### src/rtl/sirv_gnrl_arb_pkg.sv
// ---------------------------------------------------------------------------
// sirv_gnrl_arb_pkg
// Shared definitions for the general arbiters.
//   arb_state_e : arbiter lock state (ST_IDLE / ST_LOCKED)
//   clog2()     : constant function used to check grant-ID widths
// ---------------------------------------------------------------------------
package sirv_gnrl_arb_pkg;

    typedef enum logic {
        ST_IDLE   = 1'b0,
        ST_LOCKED = 1'b1
    } arb_state_e;

    function automatic int clog2(input int v);
        int r;
        r = 0;
        while ((1 << r) < v) r++;
        return r;
    endfunction

endpackage

### src/rtl/sirv_gnrl_rrarb_if.sv
// ---------------------------------------------------------------------------
// sirv_gnrl_rrarb_if
// Bundles the N requester channels and the shared downstream channel.
//   req_valid/req_ready/req_last/req_data : requester side, requester i owns
//                                           bit i and data bits [i*DW +: DW]
//   o_valid/o_ready/o_last/o_data/o_id    : shared downstream channel
// Modports:
//   slave  : the arbiter
//   master : the environment (requesters and downstream sink)
// ---------------------------------------------------------------------------
interface sirv_gnrl_rrarb_if #(
    parameter int N  = 4,
    parameter int DW = 32,
    parameter int IW = 2
);
    logic [N-1:0]    req_valid;
    logic [N-1:0]    req_ready;
    logic [N-1:0]    req_last;
    logic [N*DW-1:0] req_data;
    logic            o_valid;
    logic            o_ready;
    logic            o_last;
    logic [DW-1:0]   o_data;
    logic [IW-1:0]   o_id;

    modport slave (
        input  req_valid, req_last, req_data, o_ready,
        output req_ready, o_valid, o_last, o_data, o_id
    );

    modport master (
        output req_valid, req_last, req_data, o_ready,
        input  req_ready, o_valid, o_last, o_data, o_id
    );
endinterface

### src/rtl/sirv_gnrl_rrarb_pick.sv
// ---------------------------------------------------------------------------
// sirv_gnrl_rrarb_pick
// Combinational rotating-priority picker: returns the first set bit of req
// searching ptr, ptr+1, ... wrapping at N (not at 2^IW).
//   req     : request vector
//   ptr     : priority base, expected in 0..N-1
//   gnt_oh  : one-hot grant (all zero when no request)
//   gnt_idx : index of the granted bit (0 when no request)
// ---------------------------------------------------------------------------
module sirv_gnrl_rrarb_pick #(
    parameter int N  = 4,
    parameter int IW = 2
) (
    input  logic [N-1:0]  req,
    input  logic [IW-1:0] ptr,
    output logic [N-1:0]  gnt_oh,
    output logic [IW-1:0] gnt_idx
);

    logic found;
    int   j;

    always_comb begin
        gnt_oh  = '0;
        gnt_idx = '0;
        found   = 1'b0;
        j       = 0;
        for (int k = 0; k < N; k++) begin
            j = int'(ptr) + k;
            if (j >= N) j = j - N;
            if (!found && req[j]) begin
                found      = 1'b1;
                gnt_oh[j]  = 1'b1;
                gnt_idx    = IW'(j);
            end
        end
    end

endmodule

### src/rtl/sirv_gnrl_rrarb.sv
// ---------------------------------------------------------------------------
// sirv_gnrl_rrarb
// Round-robin arbiter sharing one valid/ready channel among N requesters.
// A granted requester holds the channel from its first presented beat until
// its last beat (req_last) handshakes; priority then rotates past it.
//   clk   : clock
//   rst_n : synchronous reset, active HIGH despite the name
//   bus   : sirv_gnrl_rrarb_if.slave (requester and downstream channels)
// Build option:
//   SIRV_RRARB_OUT_REG_EN : adds a one-entry output register (1 cycle of
//                           latency, full throughput); otherwise the path is
//                           purely combinational.
//
// state     | meaning
// ----------+---------------------------------------------------------------
// ST_IDLE   | no transaction open; picker chooses from ptr each cycle
// ST_LOCKED | owner has presented a beat; only owner is forwarded until its
//           | last beat handshakes
// ---------------------------------------------------------------------------
module sirv_gnrl_rrarb
    import sirv_gnrl_arb_pkg::*;
#(
    parameter int N  = 4,
    parameter int DW = 32,
    parameter int IW = 2
) (
    input logic                clk,
    input logic                rst_n,
    sirv_gnrl_rrarb_if.slave   bus
);

    if (IW != clog2(N)) begin : g_iw_chk
        $error("sirv_gnrl_rrarb: IW must equal clog2(N)");
    end

    arb_state_e    state_q, state_d;
    logic [IW-1:0] ptr_q, ptr_d;
    logic [IW-1:0] owner_q, owner_d;
    logic [N-1:0]  gnt_oh;
    logic [IW-1:0] gnt_idx;
    logic [IW-1:0] sel;
    logic [N-1:0]  req_ready_c;
    logic          arb_valid;
    logic          arb_ready;
    logic          arb_last;
    logic [DW-1:0] arb_data;

    function automatic logic [IW-1:0] wrap_inc(input logic [IW-1:0] x);
        return (x == IW'(N - 1)) ? '0 : x + 1'b1;
    endfunction

    sirv_gnrl_rrarb_pick #(.N(N), .IW(IW)) u_pick (
        .req     (bus.req_valid),
        .ptr     (ptr_q),
        .gnt_oh  (gnt_oh),
        .gnt_idx (gnt_idx)
    );

    always_comb begin
        sel         = (state_q == ST_LOCKED) ? owner_q : gnt_idx;
        arb_valid   = (state_q == ST_LOCKED) ? bus.req_valid[owner_q] : |bus.req_valid;
        arb_last    = bus.req_last[sel];
        arb_data    = '0;
        for (int i = 0; i < N; i++) begin
            if (sel == IW'(i)) arb_data = bus.req_data[i*DW +: DW];
        end

        // While locked the owner sees downstream ready even across bubbles.
        req_ready_c = '0;
        if (state_q == ST_LOCKED) req_ready_c[owner_q] = arb_ready;
        else                      req_ready_c = gnt_oh & {N{arb_ready}};

        state_d = state_q;
        ptr_d   = ptr_q;
        owner_d = owner_q;
        case (state_q)
            ST_IDLE: begin
                if (arb_valid) begin
                    if (arb_ready && arb_last) begin
                        ptr_d = wrap_inc(gnt_idx);
                    end else begin
                        // Stalled beat or accepted non-last beat: lock source.
                        state_d = ST_LOCKED;
                        owner_d = gnt_idx;
                    end
                end
            end
            ST_LOCKED: begin
                if (arb_valid && arb_ready && arb_last) begin
                    state_d = ST_IDLE;
                    ptr_d   = wrap_inc(owner_q);
                end
            end
            default: state_d = ST_IDLE;
        endcase
    end

    always_ff @(posedge clk) begin
        if (rst_n) begin
            state_q <= ST_IDLE;
            ptr_q   <= '0;
            owner_q <= '0;
        end else begin
            state_q <= state_d;
            ptr_q   <= ptr_d;
            owner_q <= owner_d;
        end
    end

    assign bus.req_ready = req_ready_c;

`ifdef SIRV_RRARB_OUT_REG_EN
    logic          out_full;
    logic          out_last;
    logic [DW-1:0] out_data;
    logic [IW-1:0] out_id;

    assign arb_ready = ~out_full | bus.o_ready;

    always_ff @(posedge clk) begin
        if (rst_n)          out_full <= 1'b0;
        else if (arb_ready) out_full <= arb_valid;
    end

    always_ff @(posedge clk) begin
        if (arb_ready && arb_valid) begin
            out_last <= arb_last;
            out_data <= arb_data;
            out_id   <= sel;
        end
    end

    assign bus.o_valid = out_full;
    assign bus.o_last  = out_last;
    assign bus.o_data  = out_data;
    assign bus.o_id    = out_id;
`else
    assign arb_ready   = bus.o_ready;
    assign bus.o_valid = arb_valid;
    assign bus.o_last  = arb_last;
    assign bus.o_data  = arb_data;
    assign bus.o_id    = sel;
`endif

endmodule

### src/flat_wrapper.sv
// flat-port wrapper written by rule: the top's interface ports become plain ports
module sirv_gnrl_rrarb_flat import sirv_gnrl_arb_pkg::*;
#(
    parameter int N  = 4,
    parameter int DW = 32,
    parameter int IW = 2
)
  (clk, rst_n, bus_req_valid, bus_req_last, bus_req_data, bus_o_ready, bus_req_ready, bus_o_valid, bus_o_last, bus_o_data, bus_o_id);
  sirv_gnrl_rrarb_if #(.N(N), .DW(DW), .IW(IW)) bus_i ();
  input logic clk;
  input logic rst_n;
  input wire logic [$bits(bus_i.req_valid)-1:0] bus_req_valid;
  input wire logic [$bits(bus_i.req_last)-1:0] bus_req_last;
  input wire logic [$bits(bus_i.req_data)-1:0] bus_req_data;
  input wire logic [$bits(bus_i.o_ready)-1:0] bus_o_ready;
  output wire logic [$bits(bus_i.req_ready)-1:0] bus_req_ready;
  output wire logic [$bits(bus_i.o_valid)-1:0] bus_o_valid;
  output wire logic [$bits(bus_i.o_last)-1:0] bus_o_last;
  output wire logic [$bits(bus_i.o_data)-1:0] bus_o_data;
  output wire logic [$bits(bus_i.o_id)-1:0] bus_o_id;
  assign bus_i.req_valid = bus_req_valid;
  assign bus_i.req_last = bus_req_last;
  assign bus_i.req_data = bus_req_data;
  assign bus_i.o_ready = bus_o_ready;
  assign bus_req_ready = bus_i.req_ready;
  assign bus_o_valid = bus_i.o_valid;
  assign bus_o_last = bus_i.o_last;
  assign bus_o_data = bus_i.o_data;
  assign bus_o_id = bus_i.o_id;
  sirv_gnrl_rrarb #(.N(N), .DW(DW), .IW(IW)) u_core (.clk(clk), .rst_n(rst_n), .bus(bus_i));
endmodule
### config.mk
export PLATFORM = sky130hd
export DESIGN_NAME = sirv_gnrl_rrarb_flat
export DESIGN_NICKNAME = d
export VERILOG_FILES = /design/src/rtl/sirv_gnrl_arb_pkg.sv /design/src/rtl/sirv_gnrl_rrarb_if.sv /design/src/rtl/sirv_gnrl_rrarb_pick.sv /design/src/rtl/sirv_gnrl_rrarb.sv /design/src/flat_wrapper.sv
export SDC_FILE = /design/constraint.sdc
export NUM_CORES = 1
export LEC_CHECK = 0
export ABC_AREA = 1
export ABC_CLOCK_PERIOD_IN_PS = 2850
export CAP_MARGIN = 25
export CORE_ASPECT_RATIO = 1.75
export CORE_MARGIN = 10
export CORE_UTILIZATION = 30
export DETAILED_ROUTE_END_ITERATION = 7
export PLACE_DENSITY_LB_ADDON = 0.2
export SLEW_MARGIN = 10
export SYNTH_ARGS = -nofsm -noshare
export SYNTH_HDL_FRONTEND = slang
export SYNTH_SLANG_ARGS = --single-unit
export TNS_END_PERCENT = 1
### constraint.sdc
create_clock -name clk -period 2.85 [get_ports clk]
set_input_delay 0.285 -clock clk [delete_from_list [all_inputs] [get_ports clk]]
set_output_delay 0.285 -clock clk [all_outputs]
set_load 0.005 [all_outputs]
==> impl_metrics.ini, run 1 <==
[status]
status = completed

[floorplanning]
die-width_um = 78.2
die_y_um = 122
die-area_sq_um = 9530
ios = 179
start_util_pct = 30.5
rows = 37
coreArea_sq_um = 5830

[placed_design]
hpwl_um = 9210
gp_congestion = 0.907
post-place-ws_ns = -0.272
port_buffers = 178

[timing]
relSlewSlack_pct = 65.6
final_hold_viol_count = 0
fin_tns_setup_ns = 0
post-route-period-util_pct = 99.8
clock-skew-final_ns = 0.000722
whs_ns = 0.585
timing.fmax_mhz = 352
tightest_slew_ns = 0.511
min_period_ns = 2.84
grt_setup_unrepaired = yes
setup_ws_ns = 0.00695
finalSetupViolCount = 0
slew_violations = 0

[detailed_routing]
viasPerCell = 5.01
first_pass_iters = 4
wl_met1_um = 4070
postRouteAntennaNets = 0
routed.top_layer = met4
routedWlPerCell_um = 17.9
routed-via-count = 3127
drtIter0Drc = 208
routed-wl-met2_um = 6090
wirelength_um = 11200
wl_met3_um = 732
drc = 0

[final_layout]
layout-drive-gt1-share_pct = 21.4
syn2layout_area_growth_pct = 125
num-fill-cells = 528
post-route-util_pct = 68.7
multi_input_area_sq_um = 1500
antennaDiodeCount = 0
layout.nets = 694
seq_area_sq_um = 103

[setup_path]
cp-start-kind = flip-flop
arrival_ns = 2.56
r2r_slack_ns = 0.49
critPathKind = flip-flop to output pin
critPathCaptureType = output pin
critPathRequiredTime_ns = 2.57
cp_max_fo = 25

[synthesis]
yosysMostFrequentCell = nand2_1
netlist_top_cells_count = nand2_1 (167), nand4_1 (36), inv_1 (18)
synth_area_leaders = nand2_1 (35%), nand4_1 (13%), dfxtp_1 (5.6%)
syn_nets = 477
synth_cells = 330
netlist.area_leader.share_pct = 35.2
avgSynthCellArea_sq_um = 5.39
synth.cell_area_sq_um = 1780
async_flop_share_pct = 0
synth_edf_count = 0
ys_types = 31
synth_seq_area_share_pct = 5.63
synth-main-ff-cell = dfxtp_1
ys_warn_count = 0
ys_ff_latch = 5
yosys.area.top_type = nand2_1

[cts]
cts_tree = yes
clock_latency_ns = 0.22
htreeDepth = 1
cts_buffer_depth = 2
path_clk_slew_ns = 0.03
cts_made_buffers = 3
cts.sinks = 5
root_buffer = clkbuf_8

[pwr]
powerDensity_nw_per_um2 = 1150
p_leak_nw = 1.83
vdd_drop_max_mv = 0.808

[flow_run]
drv_cap = 0

[global_routing]
grt_pass1_wl_um = 16800
grt-ovfl-total = 0
gr-usage-all-layers_pct = 21.7
grt_pass1_vias = 3086
antenna_found_initial = 0
grt_max_degree = 26

[worst_hold_path]
hold_class = flip-flop to flip-flop
## through the flow
step | cell area, sq um | cells | power [W]
4_1_cts | 4080 | 624 | 0.00474
3_5_place_dp | 3870 | 607 | 0.00438
5_1_grt | 4010 | 624 | 0.00502
3_3_place_gp | 3870 | 607 | 0.00433
6_report | 4010 | 624 | 0.00462
2_1_floorplan | 1780 | 330 | 0.00210
## worst paths after layout
kind / startpoint / end / cells past startpoint
min: u_core.owner_q[1] / u_core.owner_q[1] / 2
max: u_core.ptr_q[0] / bus_o_data[27] / 17
max reg2reg: u_core.ptr_q[0] / u_core.owner_q[0] / 17
min reg2reg: u_core.owner_q[1] / u_core.owner_q[1] / 2
## per-layer routing
layer | vias to the layer above | track usage (%)
li1 | 1523 | -
met1 | 1428 | 22.9
met2 | 158 | 42.3
met3 | 18 | 3.91
met4 | 0 | 5.74
met5 | - | 0
## what timing repair did
action | 4_1_cts | 5_1_grt
endpoints found under the hold margin | 0 | 0
endpoints found under the setup margin | 35 | 34
hold buffers | 0 | 0
gates resized for setup | 77 | 45
pin swaps | 5 | 4
cloned | 3 | 0
buffers inserted | 10 | 0
## critical path, cell delays in order (launching register included)
cell and delay [ns]:
dfxtp_2 0.36, inv_4 0.05, ha_4 0.28, inv_2 0.05, nand3_2 0.08, nand2_4 0.08
buf_4 0.15, nand4_1 0.08, nand2_2 0.10, buf_4 0.15, nand2_2 0.06, o21ai_4 0.08
buf_6 0.14, nor2_4 0.10, buf_12 0.18, nand2_1 0.08, nand4_1 0.09, clkdlybuf4s15_1 0.22
## state kept, by name, indices dropped and copies added (netlist names)
signal / cells
u_core.state_q: 1
u_core.owner_q: 2
u_core.ptr_q: 2
## placed cells by master, fill, tap and decap left out, types with 3 or more instances in the layout
cell | netlist | routed
dlymetal6s2s_1 | 0 | 3
inv_1 | 18 | 16
nor2_1 | 14 | 13
ha_1 | 8 | 7
o21ai_0 | 9 | 8
a21oi_1 | 8 | 7
clkbuf_8 | 0 | 3
dfxtp_1 | 5 | 3
buf_12 | 0 | 7
nand4_1 | 36 | 36
buf_2 | 6 | 10
nand2_1 | 167 | 167
inv_2 | 1 | 3
clkbuf_2 | 0 | 18
nand2_4 | 3 | 3
clkdlybuf4s50_1 | 0 | 140
nor2_4 | 4 | 5
nand2_2 | 8 | 8
clkdlybuf4s15_1 | 0 | 4
a221oi_1 | 3 | 3
buf_6 | 7 | 3
nand3_1 | 8 | 8
dlygate4sd2_1 | 0 | 3
nand3_2 | 6 | 6
nor3_1 | 3 | 3
buf_4 | 0 | 36
## power by group
group / switching, W / internal [W]
Combinational: 0.00218 / 0.00218
Clock: 0.0000330 / 0.0000958
Sequential: 0.0000310 / 0.0000974
Total: 0.00224 / 0.00238
## cell type report
type,count,share of cell area [%]
Timing Repair Buffer,227,54.3
Multi-Input combinational cell,289,37.5
Sequential cell,5,2.56
Tap cell,78,2.43
Inverter,21,2.09
Clock buffer,4,1.12
## kinds of logic (layout without fill, tap and decap cells)
logic type      Yosys count  in the layout  share of synthesized area [%]
compound gates           25             25                           9.21
fa+ha+maj                 8              8                           5.63
buf+inv                  36            252                           11.3
flops                     5              5                           5.63
simple gates            256            256                           68.3
(Power assumes the default switching activity.)
==> run 2, diff against run 1 <==
Settings changed: ABC_CLOCK_PERIOD_IN_PS 2850 to 3200, SKIP_LAST_GASP set to 1.
Clock period 2.85 ns to 3.2 ns, I/O delays scaled along.
==> impl_metrics.ini, run 2 (same netlist as run 1, synthesis figures left out) <==
[worst_hold_path]
holdPathStages = 2
hold_end = u_core.owner_q[1]
min_from = u_core.owner_q[1]
hold_class = flip-flop to flip-flop

[timing]
final_hold_viol_count = 0
whs_ns = 0.605
timing.fmax_mhz = 308
post-route-period-util_pct = 102
min_period_ns = 3.25
grt_setup_unrepaired = yes
tightest_slew_ns = 0.555
finalSetupViolCount = 29
relSlewSlack_pct = 62.7
slew_violations = 0
setup_ws_ns = -0.0498
clock-skew-final_ns = 0.00226

[setup_path]
cp_max_fo = 15
critPathRequiredTime_ns = 2.88
r2r_slack_ns = 0.84
worst-r2r-cell-count = 16
r2r-start = u_core.ptr_q[0]
reg2reg_to = u_core.ptr_q[1]
arrival_ns = 2.93
cp-start-kind = flip-flop
critPathCaptureType = output pin
critPathKind = flip-flop to output pin

[detailed_routing]
wirelength_um = 11100
viasPerCell = 5.05
first_pass_iters = 4
routedWlPerCell_um = 18.6
postRouteAntennaNets = 0
drtIter0Drc = 201
routed-via-count = 3026
drc = 0

[global_routing]
grt-ovfl-total = 0
antenna_found_initial = 0
gr-usage-all-layers_pct = 21.7
grt_pass1_vias = 2967
grt_max_degree = 24
grt_pass1_wl_um = 16600

[placed_design]
post-place-ws_ns = -0.0312
gp_congestion = 1.03
hpwl_um = 9070
port_buffers = 178

[floorplanning]
start_util_pct = 30.5
die_y_um = 122
die-width_um = 78.2
ios = 179
die-area_sq_um = 9530
rows = 37
coreArea_sq_um = 5830

[cts]
cts_made_buffers = 3
cts_tree = yes
cts.sinks = 5
clock_latency_ns = 0.22
root_buffer = clkbuf_8
path_clk_slew_ns = 0.03
cts_buffer_depth = 2
ctsHoldBuffers = 0
htreeDepth = 1

[status]
status = finished, violations left
violations = negative setup slack

[pwr]
powerDensity_nw_per_um2 = 1080
p_leak_nw = 1.67
vdd_drop_max_mv = 0.695

[final_layout]
layout-drive-gt1-share_pct = 11.3
num-fill-cells = 527
mostFrequentLayoutCell = clkdlybuf4s50_1
layout.nets = 669
final_cell_mix = clkdlybuf4s50_1 (175), nand2_1 (167), nand4_1 (36), inv_1 (18), buf_4 (15)
antennaDiodeCount = 0
syn2layout_area_growth_pct = 120
reg.largest.list = u_core.owner_q: 2 flops, u_core.ptr_q: 2 flops, u_core.state_q: 1 flops

[flow_run]
drv_cap = 0
[run 2: cell count changes in the layout (fill, tap and decap cells not counted), sizes merged]
cell,change
bufbuf,+1
clkdlybuf4s50,+35
buf,-36
dlygate4sd2,-2
dlymetal6s2s,-1
clkdlybuf4s15,-4
clkbuf,-18
[run 2: final cells by class]
class / count / area [sq um] / share of cell area (%)
Tap cell: 78 / 97.6 / 2.49
Timing Repair Buffer: 202 / 2090 / 53.4
Multi-Input combinational cell: 289 / 1500 / 38.3
Inverter: 21 / 83.8 / 2.14
Sequential cell: 5 / 100 / 2.55
Clock buffer: 4 / 45.0 / 1.15
[run 2: worst max path at each step]
stage | from | to | slack (ns) | cells past startpoint
3_3_place_gp | bus_req_valid[2] | bus_o_data[15] | 0.03 | 14
5_1_grt | bus_req_valid[3] | bus_o_data[17] | -0.21 | 18
6_report | u_core.ptr_q[0] | bus_o_data[18] | -0.05 | 14
3_5_place_dp | bus_req_valid[2] | bus_o_data[15] | -0.03 | 13
4_1_cts | u_core.ptr_q[0] | bus_o_data[30] | -0.03 | 15
2_1_floorplan | u_core.ptr_q[1] | bus_o_data[0] | 0.78 | 15
[run 2: power breakdown]
| part | switching [W] | leakage (nW) | total, W | internal (W) |
|---|---|---|---|---|
| clock network | 0.0000303 | 0.0228 | 0.000116 | 0.0000854 |
| registers | 0.0000433 | 0.0415 | 0.000128 | 0.0000851 |
| logic | 0.00184 | 1.61 | 0.00397 | 0.00213 |
| total | 0.00192 | 1.67 | 0.00422 | 0.00230 |
[run 2: metal layers]
metal / GRT usage, % / part of all wire (%)
met1: 21.6 / 35
met2: 44.1 / 56
met3: 4.87 / 7.8
met4: 3.15 / 1.4
met5: 0 / 0
[run 2: critical path, cell delays in order (launching register included)]
cell	delay [ns]
dfxtp_1	0.37
inv_4	0.09
ha_4	0.29
inv_1	0.07
nand3_2	0.09
nand2_4	0.10
a21oi_2	0.20
nand2_1	0.13
nand3_4	0.12
nand2_4	0.08
nor2_4	0.18
bufbuf_16	0.31
nand2_1	0.06
nand4_1	0.09
clkdlybuf4s50_1	0.53
[run 2: timing repair]
action                     CTS  global route
setup buffers                5             0
gates resized for setup      7             2
setup endpoints to repair   32            32
cloned                       3             0
pin swaps                    3             2
[run 2: through the flow]
stage | TNS, ns | total power [W] | util, % | cell area [sq um] | instances
6_report | -0.688 | 0.00422 | 67.2 | 3920 | 599
5_1_grt | -5.30 | 0.00455 | 67.2 | 3920 | 599
4_1_cts | -0.175 | 0.00424 | 67.1 | 3920 | 599
3_5_place_dp | -0.0868 | 0.00370 | 63.6 | 3710 | 587
3_3_place_gp | 0 | 0.00366 | 63.6 | 3710 | 587
2_1_floorplan | 0 | 0.00187 | - | 1780 | 330
